File: config.mk
export PLATFORM = sky130hd
export DESIGN_NAME = layer_pass_scheduler
export DESIGN_NICKNAME = d
export VERILOG_FILES = /design/src/rtl/pass_sched_pkg.sv /design/src/rtl/tile_geom_calc.sv /design/src/rtl/layer_pass_scheduler.sv
export SDC_FILE = /design/constraint.sdc
export NUM_CORES = 2
export LEC_CHECK = 0
export CAP_MARGIN = 20
export CORE_MARGIN = 2
export CORE_UTILIZATION = 50
export DETAILED_ROUTE_END_ITERATION = 8
export GPL_ROUTABILITY_DRIVEN = 1
export HOLD_SLACK_MARGIN = 0.15
export PLACE_DENSITY_LB_ADDON = 0.1
export SETUP_SLACK_MARGIN = 0.5
export SLEW_MARGIN = 20
export SYNTH_ARGS = -nofsm -noshare
export SYNTH_HDL_FRONTEND = slang
export SYNTH_SLANG_ARGS = --single-unit
File: constraint.sdc
create_clock -name clk -period 28.1 [get_ports clk]
set_clock_uncertainty 0.05 [all_clocks]
set_input_delay 5.62 -clock clk [delete_from_list [all_inputs] [get_ports clk]]
set_output_delay 5.62 -clock clk [all_outputs]
set_load 0.01 [all_outputs]
File: src/rtl/pass_sched_pkg.sv
// Shared types for the layer pass scheduler: FSM states, config field slices
// and the per-layer tile geometry record.
package pass_sched_pkg;

  typedef enum logic [2:0] {
    S_IDLE,
    S_CALC,
    S_ISSUE,
    S_WAIT,
    S_ADV,
    S_DONE
  } state_t;

  localparam int unsigned MP_T_LSB    = 0;
  localparam int unsigned MP_R_LSB    = 3;
  localparam int unsigned MP_Q_LSB    = 6;
  localparam int unsigned MP_P_LSB    = 9;
  localparam int unsigned MP_FIELD_W  = 3;

  localparam int unsigned SP1_S_LSB   = 20;
  localparam int unsigned SP1_R_LSB   = 22;
  localparam int unsigned SP1_FIELD_W = 2;

  // Tile counts are carried wide enough for any CNT_W up to 16.
  localparam int unsigned GEOM_N_W    = 17;

  typedef struct packed {
    logic [5:0]          pt;
    logic [5:0]          qr;
    logic [15:0]         fb;
    logic [16:0]         rs;
    logic [GEOM_N_W-1:0] n_oc;
    logic [GEOM_N_W-1:0] n_ic;
  } tile_geom_t;

endpackage

File: src/rtl/tile_geom_calc.sv
// Combinational tile geometry for one layer: tile sizes, per-tile filter/record
// byte sizes and output/input channel tile counts.
module tile_geom_calc
  import pass_sched_pkg::*;
#(
  parameter int unsigned CNT_W = 10
) (
  input  logic [CNT_W-1:0] m,
  input  logic [CNT_W-1:0] c,
  input  logic [2:0]       p,
  input  logic [2:0]       q,
  input  logic [2:0]       r,
  input  logic [2:0]       t,
  input  logic [1:0]       kr,
  input  logic [1:0]       ks,
  output tile_geom_t       geom
);

  localparam int unsigned NW = CNT_W + 1;

  logic [5:0]    pt;
  logic [5:0]    qr;
  logic [15:0]   fb;
  logic [NW-1:0] pt_div;
  logic [NW-1:0] qr_div;
  logic [NW-1:0] n_oc_w;
  logic [NW-1:0] n_ic_w;

  always_comb begin
    pt = 6'(p) * 6'(t);
    qr = 6'(q) * 6'(r);
    fb = 16'(pt) * 16'(qr) * 16'(kr) * 16'(ks);
    // Zero tile sizes are flagged as config errors upstream; divide by 1 keeps this defined.
    pt_div = (pt == '0) ? NW'(1) : NW'(pt);
    qr_div = (qr == '0) ? NW'(1) : NW'(qr);
    n_oc_w = (NW'(m) + pt_div - NW'(1)) / pt_div;
    n_ic_w = (NW'(c) + qr_div - NW'(1)) / qr_div;

    geom      = '0;
    geom.pt   = pt;
    geom.qr   = qr;
    geom.fb   = fb;
    geom.rs   = 17'(fb) + 17'({pt, 2'b00});
    geom.n_oc = GEOM_N_W'(n_oc_w);
    geom.n_ic = GEOM_N_W'(n_ic_w);
  end

endmodule

File: src/rtl/layer_pass_scheduler.sv
// Layer-level sequencer: tiles a layer into (oc, ic) passes and drives the pass controller.
// Optional wait-cycle performance counter enabled by `define PASS_PERF_CNT_EN.
module layer_pass_scheduler
  import pass_sched_pkg::*;
#(
  parameter int unsigned CNT_W  = 10,
  parameter int unsigned ADDR_W = 32
) (
  input  logic              clk,
  input  logic              rst,
  input  logic              start,
  input  logic [CNT_W-1:0]  layer_M,
  input  logic [CNT_W-1:0]  layer_C,
  input  logic [31:0]       op_config_in,
  input  logic [31:0]       mapping_param_in,
  input  logic [31:0]       shape_param1_in,
  input  logic [31:0]       shape_param2_in,
  input  logic [ADDR_W-1:0] filter_base,
  input  logic [ADDR_W-1:0] ifmap_base,
  input  logic [ADDR_W-1:0] ifmap_tile_stride,
  input  logic [ADDR_W-1:0] opsum_base,
  input  logic [ADDR_W-1:0] opsum_tile_stride,
  output logic [31:0]       pass_op_config,
  output logic [31:0]       pass_mapping_param,
  output logic [31:0]       pass_shape_param1,
  output logic [31:0]       pass_shape_param2,
  output logic              pass_bias_ipsum_sel,
  output logic [ADDR_W-1:0] pass_filter_baseaddr,
  output logic [ADDR_W-1:0] pass_ifmap_baseaddr,
  output logic [ADDR_W-1:0] pass_bias_baseaddr,
  output logic [ADDR_W-1:0] pass_opsum_baseaddr,
  input  logic              pass_done,
  output logic              busy,
  output logic              layer_done,
  output logic              cfg_err,
  output logic [31:0]       perf_wait_cycles
);

  state_t state, state_nxt;

  logic [CNT_W-1:0]    m_q, c_q, oc, ic;
  logic [31:1]         opcfg_q;
  logic [31:0]         map_q, sh1_q, sh2_q;
  logic [ADDR_W-1:0]   fbase_q, ibase_q, istride_q, obase_q, ostride_q;
  logic [ADDR_W-1:0]   fptr, iptr, optr;
  logic [15:0]         fb_q;
  logic [16:0]         rs_q;
  logic [GEOM_N_W-1:0] n_oc_q, n_ic_q;
  logic                cfg_err_q;
  logic                start_bit;
  logic                cfg_bad;
  logic                last_ic, last_oc;
  tile_geom_t          geom;

  tile_geom_calc #(.CNT_W(CNT_W)) u_geom (
    .m    (m_q),
    .c    (c_q),
    .p    (map_q[MP_P_LSB +: MP_FIELD_W]),
    .q    (map_q[MP_Q_LSB +: MP_FIELD_W]),
    .r    (map_q[MP_R_LSB +: MP_FIELD_W]),
    .t    (map_q[MP_T_LSB +: MP_FIELD_W]),
    .kr   (sh1_q[SP1_R_LSB +: SP1_FIELD_W]),
    .ks   (sh1_q[SP1_S_LSB +: SP1_FIELD_W]),
    .geom (geom)
  );

  // pt == 0 iff p or t is 0, likewise qr for q and r.
  assign cfg_bad = (m_q == '0) || (c_q == '0) || (geom.pt == '0) || (geom.qr == '0) ||
                   (sh1_q[SP1_R_LSB +: SP1_FIELD_W] == '0) ||
                   (sh1_q[SP1_S_LSB +: SP1_FIELD_W] == '0);

  assign last_ic = (GEOM_N_W'(ic) + GEOM_N_W'(1)) == n_ic_q;
  assign last_oc = (GEOM_N_W'(oc) + GEOM_N_W'(1)) == n_oc_q;

  always_ff @(posedge clk) begin
    if (rst) state <= S_IDLE;
    else     state <= state_nxt;
  end

  always_comb begin
    state_nxt = state;
    unique case (state)
      S_IDLE:  if (start) state_nxt = S_CALC;
      S_CALC:  state_nxt = cfg_bad ? S_DONE : S_ISSUE;
      S_ISSUE: state_nxt = S_WAIT;
      S_WAIT:  if (pass_done) state_nxt = S_ADV;
      S_ADV:   state_nxt = (last_ic && last_oc) ? S_DONE : S_ISSUE;
      S_DONE:  state_nxt = S_IDLE;
      default: state_nxt = S_IDLE;
    endcase
  end

  always_comb begin
    busy       = (state != S_IDLE);
    layer_done = (state == S_DONE);
    start_bit  = (state == S_ISSUE);
  end

  always_ff @(posedge clk) begin
    if (rst) begin
      m_q       <= '0;
      c_q       <= '0;
      opcfg_q   <= '0;
      map_q     <= '0;
      sh1_q     <= '0;
      sh2_q     <= '0;
      fbase_q   <= '0;
      ibase_q   <= '0;
      istride_q <= '0;
      obase_q   <= '0;
      ostride_q <= '0;
      fptr      <= '0;
      iptr      <= '0;
      optr      <= '0;
      oc        <= '0;
      ic        <= '0;
      fb_q      <= '0;
      rs_q      <= '0;
      n_oc_q    <= '0;
      n_ic_q    <= '0;
      cfg_err_q <= 1'b0;
    end else begin
      unique case (state)
        S_IDLE: if (start) begin
          m_q       <= layer_M;
          c_q       <= layer_C;
          opcfg_q   <= op_config_in[31:1];
          map_q     <= mapping_param_in;
          sh1_q     <= shape_param1_in;
          sh2_q     <= shape_param2_in;
          fbase_q   <= filter_base;
          ibase_q   <= ifmap_base;
          istride_q <= ifmap_tile_stride;
          obase_q   <= opsum_base;
          ostride_q <= opsum_tile_stride;
          cfg_err_q <= 1'b0;
        end
        S_CALC: begin
          fb_q   <= geom.fb;
          rs_q   <= geom.rs;
          n_oc_q <= geom.n_oc;
          n_ic_q <= geom.n_ic;
          if (cfg_bad) begin
            cfg_err_q <= 1'b1;
          end else begin
            oc   <= '0;
            ic   <= '0;
            fptr <= fbase_q;
            iptr <= ibase_q;
            optr <= obase_q;
          end
        end
        S_ADV: begin
          fptr <= fptr + ADDR_W'(rs_q);
          if (last_ic) begin
            ic   <= '0;
            iptr <= ibase_q;
            if (!last_oc) begin
              oc   <= oc + CNT_W'(1);
              optr <= optr + ostride_q;
            end
          end else begin
            ic   <= ic + CNT_W'(1);
            iptr <= iptr + istride_q;
          end
        end
        default: ;
      endcase
    end
  end

  // Pointers only move on the ADV->ISSUE edge, so the pass outputs are stable through WAIT.
  assign pass_op_config       = {opcfg_q, start_bit};
  assign pass_mapping_param   = map_q;
  assign pass_shape_param1    = sh1_q;
  assign pass_shape_param2    = sh2_q;
  assign pass_bias_ipsum_sel  = busy && (ic == '0);
  assign pass_filter_baseaddr = fptr;
  assign pass_bias_baseaddr   = fptr + ADDR_W'(fb_q);
  assign pass_ifmap_baseaddr  = iptr;
  assign pass_opsum_baseaddr  = optr;
  assign cfg_err              = cfg_err_q;

`ifdef PASS_PERF_CNT_EN
  logic [31:0] perf_q;

  always_ff @(posedge clk) begin
    if (rst)                                 perf_q <= '0;
    else if (state == S_IDLE && start)       perf_q <= '0;
    else if (state == S_WAIT && perf_q != '1) perf_q <= perf_q + 32'd1;
  end

  assign perf_wait_cycles = perf_q;
`else
  assign perf_wait_cycles = '0;
`endif

endmodule
# Word-level counts from Yosys, hierarchy flattened
# Cells that the tools add are included.
totals:
  out_inout_bits: 292
  word_cells: 103
  regBits: 482
op_classes:
  multipliers: 5
  div_mod_pow: 2
  mux: 25
  n_eq_ne: 13
  addsub: 13
  n_reduce_logical: 23
ops:
  columns: ["cell", "count"]
  rows:
  - ["2-to-1 mux 32 bit", 6]
  - ["one-hot mux 32 bit (2 select lines)", 3]
  - ["adder 32 bit", 2]
  - ["2-to-1 mux 10 bit", 4]
  - ["one-hot mux 10 bit (2 select lines)", 2]
  - ["adder 32 x 16 -> 32 bit", 1]
  - ["adder 32 x 17 -> 32 bit", 1]
  - ["zero test 10 bit", 3]
  - ["adder 10 x 1 -> 11 bit (second input constant)", 2]
  - ["adder 10 x 11 -> 11 bit", 2]
  - ["divider 11 x 11 -> 11 bit", 2]
  - ["== test 11 bit", 2]
  - ["subtractor 11 x 1 -> 11 bit (second input constant)", 2]
  - ["adder 10 x 1 -> 10 bit (second input constant)", 2]
  - ["adder 16 x 8 -> 17 bit", 1]
  - ["multiplier 14 x 2 -> 16 bit", 1]
  - ["one-hot mux 3 bit (5 select lines)", 1]
  - ["multiplier 12 x 2 -> 14 bit", 1]
  - ["zero test 6 bit", 2]
  - ["multiplier 3 x 3 -> 6 bit", 2]
  - ["multiplier 6 x 6 -> 12 bit", 1]
  - ["2-to-1 mux 3 bit", 4]
  - ["2-to-1 mux 6 bit", 2]
  - ["!= test 2 bit (second input constant)", 6]
  - ["14 further kinds", 26]

# Depth between registers and ports, before layout
depth:
  ltp_word: 8
  ltp_mapped: 106
  depth_no_buf: 103

# Cells and area by module
# From an unflattened synthesis, not the netlist that was laid out.
hier_totals:
  cells_unflattened: 4424
  area_unflattened_um2: 33455.8
modules_own_cells:
  columns: ["module", "cells_each", "n_inst", "area_per_inst_um2", "seq_area_each_um2"]
  rows:
  - ["layer_pass_scheduler", 3132, 1, 23840.4, 9889.5]
  - ["tile_geom_calc", 1292, 1, 9615.5, 0.0]

# Least setup slack after synthesis
# OpenSTA, ideal clock, no wires.
synth_timing:
  path_kind: "reg2reg"
  start: "reg map_q[11] (netlist: pass_mapping_param[11])"
  end: "reg n_oc_q[0]"
  synth_period_minus_slack_ps: 21075
  required_time_ps: 27928
  setup_time_ps: 122
  t_arrival_ps: 20903
  path_buffers: 3
  setup_slack_ps: 7025
  stages_incl_launch_ff: 98
  path_cell_list: "dfxtp_1 and2_1 fa_1 ha_1 inv_1 fa_1 and4bb_1 a21oi_2 nor3_1 nor2_1 ha_1 inv_1 ha_1 a211oi_2 o21ai_1 a221o_1 or2_2 ha_1 [... 62 more ...] o21bai_1 and2_1 nor2b_1 nand4b_4 nor2_1 a21oi_1 ha_1 nor2b_1 o21a_1 o21ai_0 nand2b_1 a21oi_1 o21ai_0 a211oi_1 and4_1 a21oi_1 a211oi_1 nor3_1"
synth_via:
  elab_chain_cells: 6
synth_rtl:
  columns: ["element", "line", "source"]
  rows:
  - ["from (decl)", "layer_pass_scheduler.sv:43", "logic [31:0] map_q, sh1_q, sh2_q;"]
  - ["from (signal assigned)", "layer_pass_scheduler.sv:128", "map_q <= mapping_param_in;"]
  - ["multiplier 3 x 3 -> 6 bit (*)", "tile_geom_calc.sv:30", "pt = 6'(p) * 6'(t);"]
  - ["zero test 6 bit", "tile_geom_calc.sv:34", "pt_div = (pt == '0) ? NW'(1) : NW'(pt);"]
  - ["2-to-1 mux 6 bit (*)", "tile_geom_calc.sv:34", null]
  - ["adder 10 x 11 -> 11 bit", "tile_geom_calc.sv:36", "n_oc_w = (NW'(m) + pt_div - NW'(1)) / pt_div;"]
  - ["subtractor 11 x 1 -> 11 bit", "tile_geom_calc.sv:36", null]
  - ["divider 11 x 11 -> 11 bit (*)", "tile_geom_calc.sv:36", null]
  - ["to (signal assigned)", "layer_pass_scheduler.sv:141", "n_oc_q <= geom.n_oc;"]
  - ["to (decl)", "layer_pass_scheduler.sv:48", "logic [GEOM_N_W-1:0] n_oc_q, n_ic_q;"]
# Mark *: on every way between the ends. The rest lies on a longest branch, timed or not.
# A chain may end at the register's enable or synchronous reset.

# Worst setup path in the final report
# Ends and elaborated chain as after synthesis.

==> run_results.csv <==
group,metric,value,unit
cts,htreeDepth,2,
sta,setup_viol,0,
synth,ys_seq_area_share,30.3,%
synth,synthFlopType,"dfxtp_1",
global_routing,antenna_found_initial,9,
sta,maxSlewViolCount,0,
worst_setup_path,path_buf_inv,5,
global_routing,grt_max_degree,179,
die,fp.dieH,256,um
sta,worst_slack,3.76,ns
die,start_util,50.4,%
die,core_area,0.0630,mm^2
route,wirelength,93.9,mm
sta,relSlewSlack,29.7,%
route,via_count,30300,
cts,clock_sinks,480,
placed_design,place_ws,4.13,ns
global_routing,globalRouteOverflowTotal,0,
cts,cts_hold_buf,0,
sta,holdWs,0.402,ns
worst_setup_path,worst_path_most_repeated_cell,"ha_1",
worst_setup_path,cp_slowest_stage_delay,0.97,ns
worst_setup_path,r2r_slack,3.76,ns
cts,cts_setup_buffers,0,
cts,post_cts_resized,0,
placed_design,place_area,0.0379,mm^2
synth,yosys.area.top_type,"dfxtp_1",
synth,syn_avg_cell_area,7.59,um^2
worst_setup_path,worstPathMaxFanout,14,
synth,syn_area,0.0317,mm^2
sta,period_share,86.6,%
cts,cts_buffers,53,
global_routing,grtUsageTotal,27.8,%
route,first_iter_violations,2128,
worst_setup_path,critPathTopFamily,"compound AO/OA/AOI/OAI gates",
route,drt-pass1-iter-count,5,
die,fp.dieW,256,um
cells_and_area,final_cell_area,0.0397,mm^2
sta,max_freq,41.1,MHz
synth,synth-edff-count,0,
worst_setup_path,worst_ep_required_time,28.55,ns
cells_and_area,layout-drive-gt1-share,4.08,%
sta,min_period,24.34,ns
route,met3_wirelength,4.79,mm
route,wl_met1,43.3,mm
cells_and_area,final_nets,5274,
synth,synth.area.top_cells,"dfxtp_1 (30%), ha_1 (12%), nand2_1 (10%)",
route,wl_met2,43.5,mm
route,ant_nets,0,
run_status,status,"completed",
die,rows,92,
worst_setup_path,arrival,24.79,ns
placed_design,port_buffers,570,
route,wl_per_cell,17.0,um
hold_path,hp-class,"flip-flop to flip-flop",
die,die_area,0.0655,mm^2
route,drc,0,
placed_design,place_hpwl,68.6,mm
synth,yosys_register_bits,480,
route,highest_layer,"met5",
sta,finalHoldViolations,0,
sta,max_slew.worst_pin.slew,1.05,ns
cts,cts_tree,"built",
cells_and_area,area_growth,25.1,%
synth,ys_async_sr_fraction,0,%
sta,rsz0062_at_grt,"no",
cts,cts-root-buf,"clkbuf_16",
worst_setup_path,cp-start-kind,"flip-flop",
worst_setup_path,endpoint_kind,"flip-flop",
worst_setup_path,critical_path_class,"flip-flop to flip-flop",
route,viasPerCell,5.48,
sta,setup-tns-final,0,ns
cts,cts_buffer_depth,3,
synth,ys_warn_count,0,
synth,synthDistinctLibCells,103,
worst_setup_path,cpMaxStageDelayCell,"fa_1",
run,cap_violations,0,
die,io_pins,604,
placed_design,place_congestion,0.880,
synth,synth_cells,4180,
cts,clkSlewWorstSetupHoldPaths,0.06,ns
global_routing,grt_pass1_vias,28500,
global_routing,grt_pass1_wl,151,mm
synth,synth_top_cell_area_share,30.3,%
cts,insertion_delay,0.63,ns
## stage by stage
stage / cells / utilization [%]
2_1_floorplan: 4211 / -
3_3_place_gp: 5429 / 60.2
3_5_place_dp: 5429 / 60.2
4_1_cts: 5522 / 63.0
5_1_grt: 5530 / 63.0
6_report: 5530 / 63.0
## path summary, 6_finish.rpt
path                                from                     to  cells past startpoint
setup / recovery  pass_mapping_param[11]              n_oc_q[0]                     95
hold / removal     pass_shape_param2[31]  pass_shape_param2[31]                      2
setup reg to reg  pass_mapping_param[11]              n_oc_q[0]                     95
hold reg to reg    pass_shape_param2[31]  pass_shape_param2[31]                      2
## cells in the final DEF, fill, tap and decap left out, types with 66 or more instances in the layout
cell / instances
o21ai_0: 131
dfxtp_1: 480
inv_1: 176
ha_1: 295
nand2_1: 846
clkdlybuf4s50_1: 569
nor3_1: 110
nor2_1: 296
o21a_1: 74
and2_1: 74
xor2_1: 66
a21oi_1: 562
xnor2_1: 125
## synth_stat cells (15+ instances only)
| cell type | instances |
|---|---|
| a211oi_1 | 47 |
| a21o_1 | 62 |
| a21oi_1 | 562 |
| a22oi_1 | 18 |
| a31oi_1 | 23 |
| and2_1 | 77 |
| and3_1 | 35 |
| buf_4 | 34 |
| clkbuf_1 | 179 |
| dfxtp_1 | 480 |
| fa_1 | 29 |
| ha_1 | 295 |
| inv_1 | 176 |
| mux2i_1 | 15 |
| nand2_1 | 848 |
| nand2b_1 | 27 |
| nand3_1 | 47 |
| nand4_1 | 19 |
| nor2_1 | 299 |
| nor2b_1 | 35 |
| nor3_1 | 110 |
| nor4_1 | 23 |
| o211ai_1 | 22 |
| o21a_1 | 74 |
| o21ai_0 | 131 |
| o21bai_1 | 36 |
| or3_1 | 21 |
| xnor2_1 | 125 |
| xor2_1 | 66 |
## cells by family after synthesis
logic type / synth area share [%]
other: 0.0118
buffers and inverters: 5.21
xor gates and xnor gates: 5.27
AOI/OAI and AO/OA: 22.3
and+or+nand+nor: 22.3
muxes: 1.21
adders and majority gates: 13.5
DFF: 30.3
## worst min-delay path, stage by stage (launching register included)
cell and delay [ns]:
dfxtp_1 0.31, nand2_1 0.05, a21oi_1 0.05
## metal layers
metal,vias to the layer above,track usage [%]
met2,716,46.1
met1,14100,37.6
met4,2,7.91
li1,15400,-
met5,-,0
met3,130,3.83
## layout make-up
type / count / area [um^2]
fill: 5747 / 23300
timing repair buffer: 601 / 5960
clock buffer: 74 / 1520
multi-input combinational: 3325 / 20600
inverter: 177 / 664
antenna: 8 / 20.0
sequential: 480 / 9610
tap: 846 / 1060
clock inverter: 19 / 244
Power is left out: the tool's default activity adds up to more than one toggle a clock period on the data nets, which glitch-free logic cannot reach.
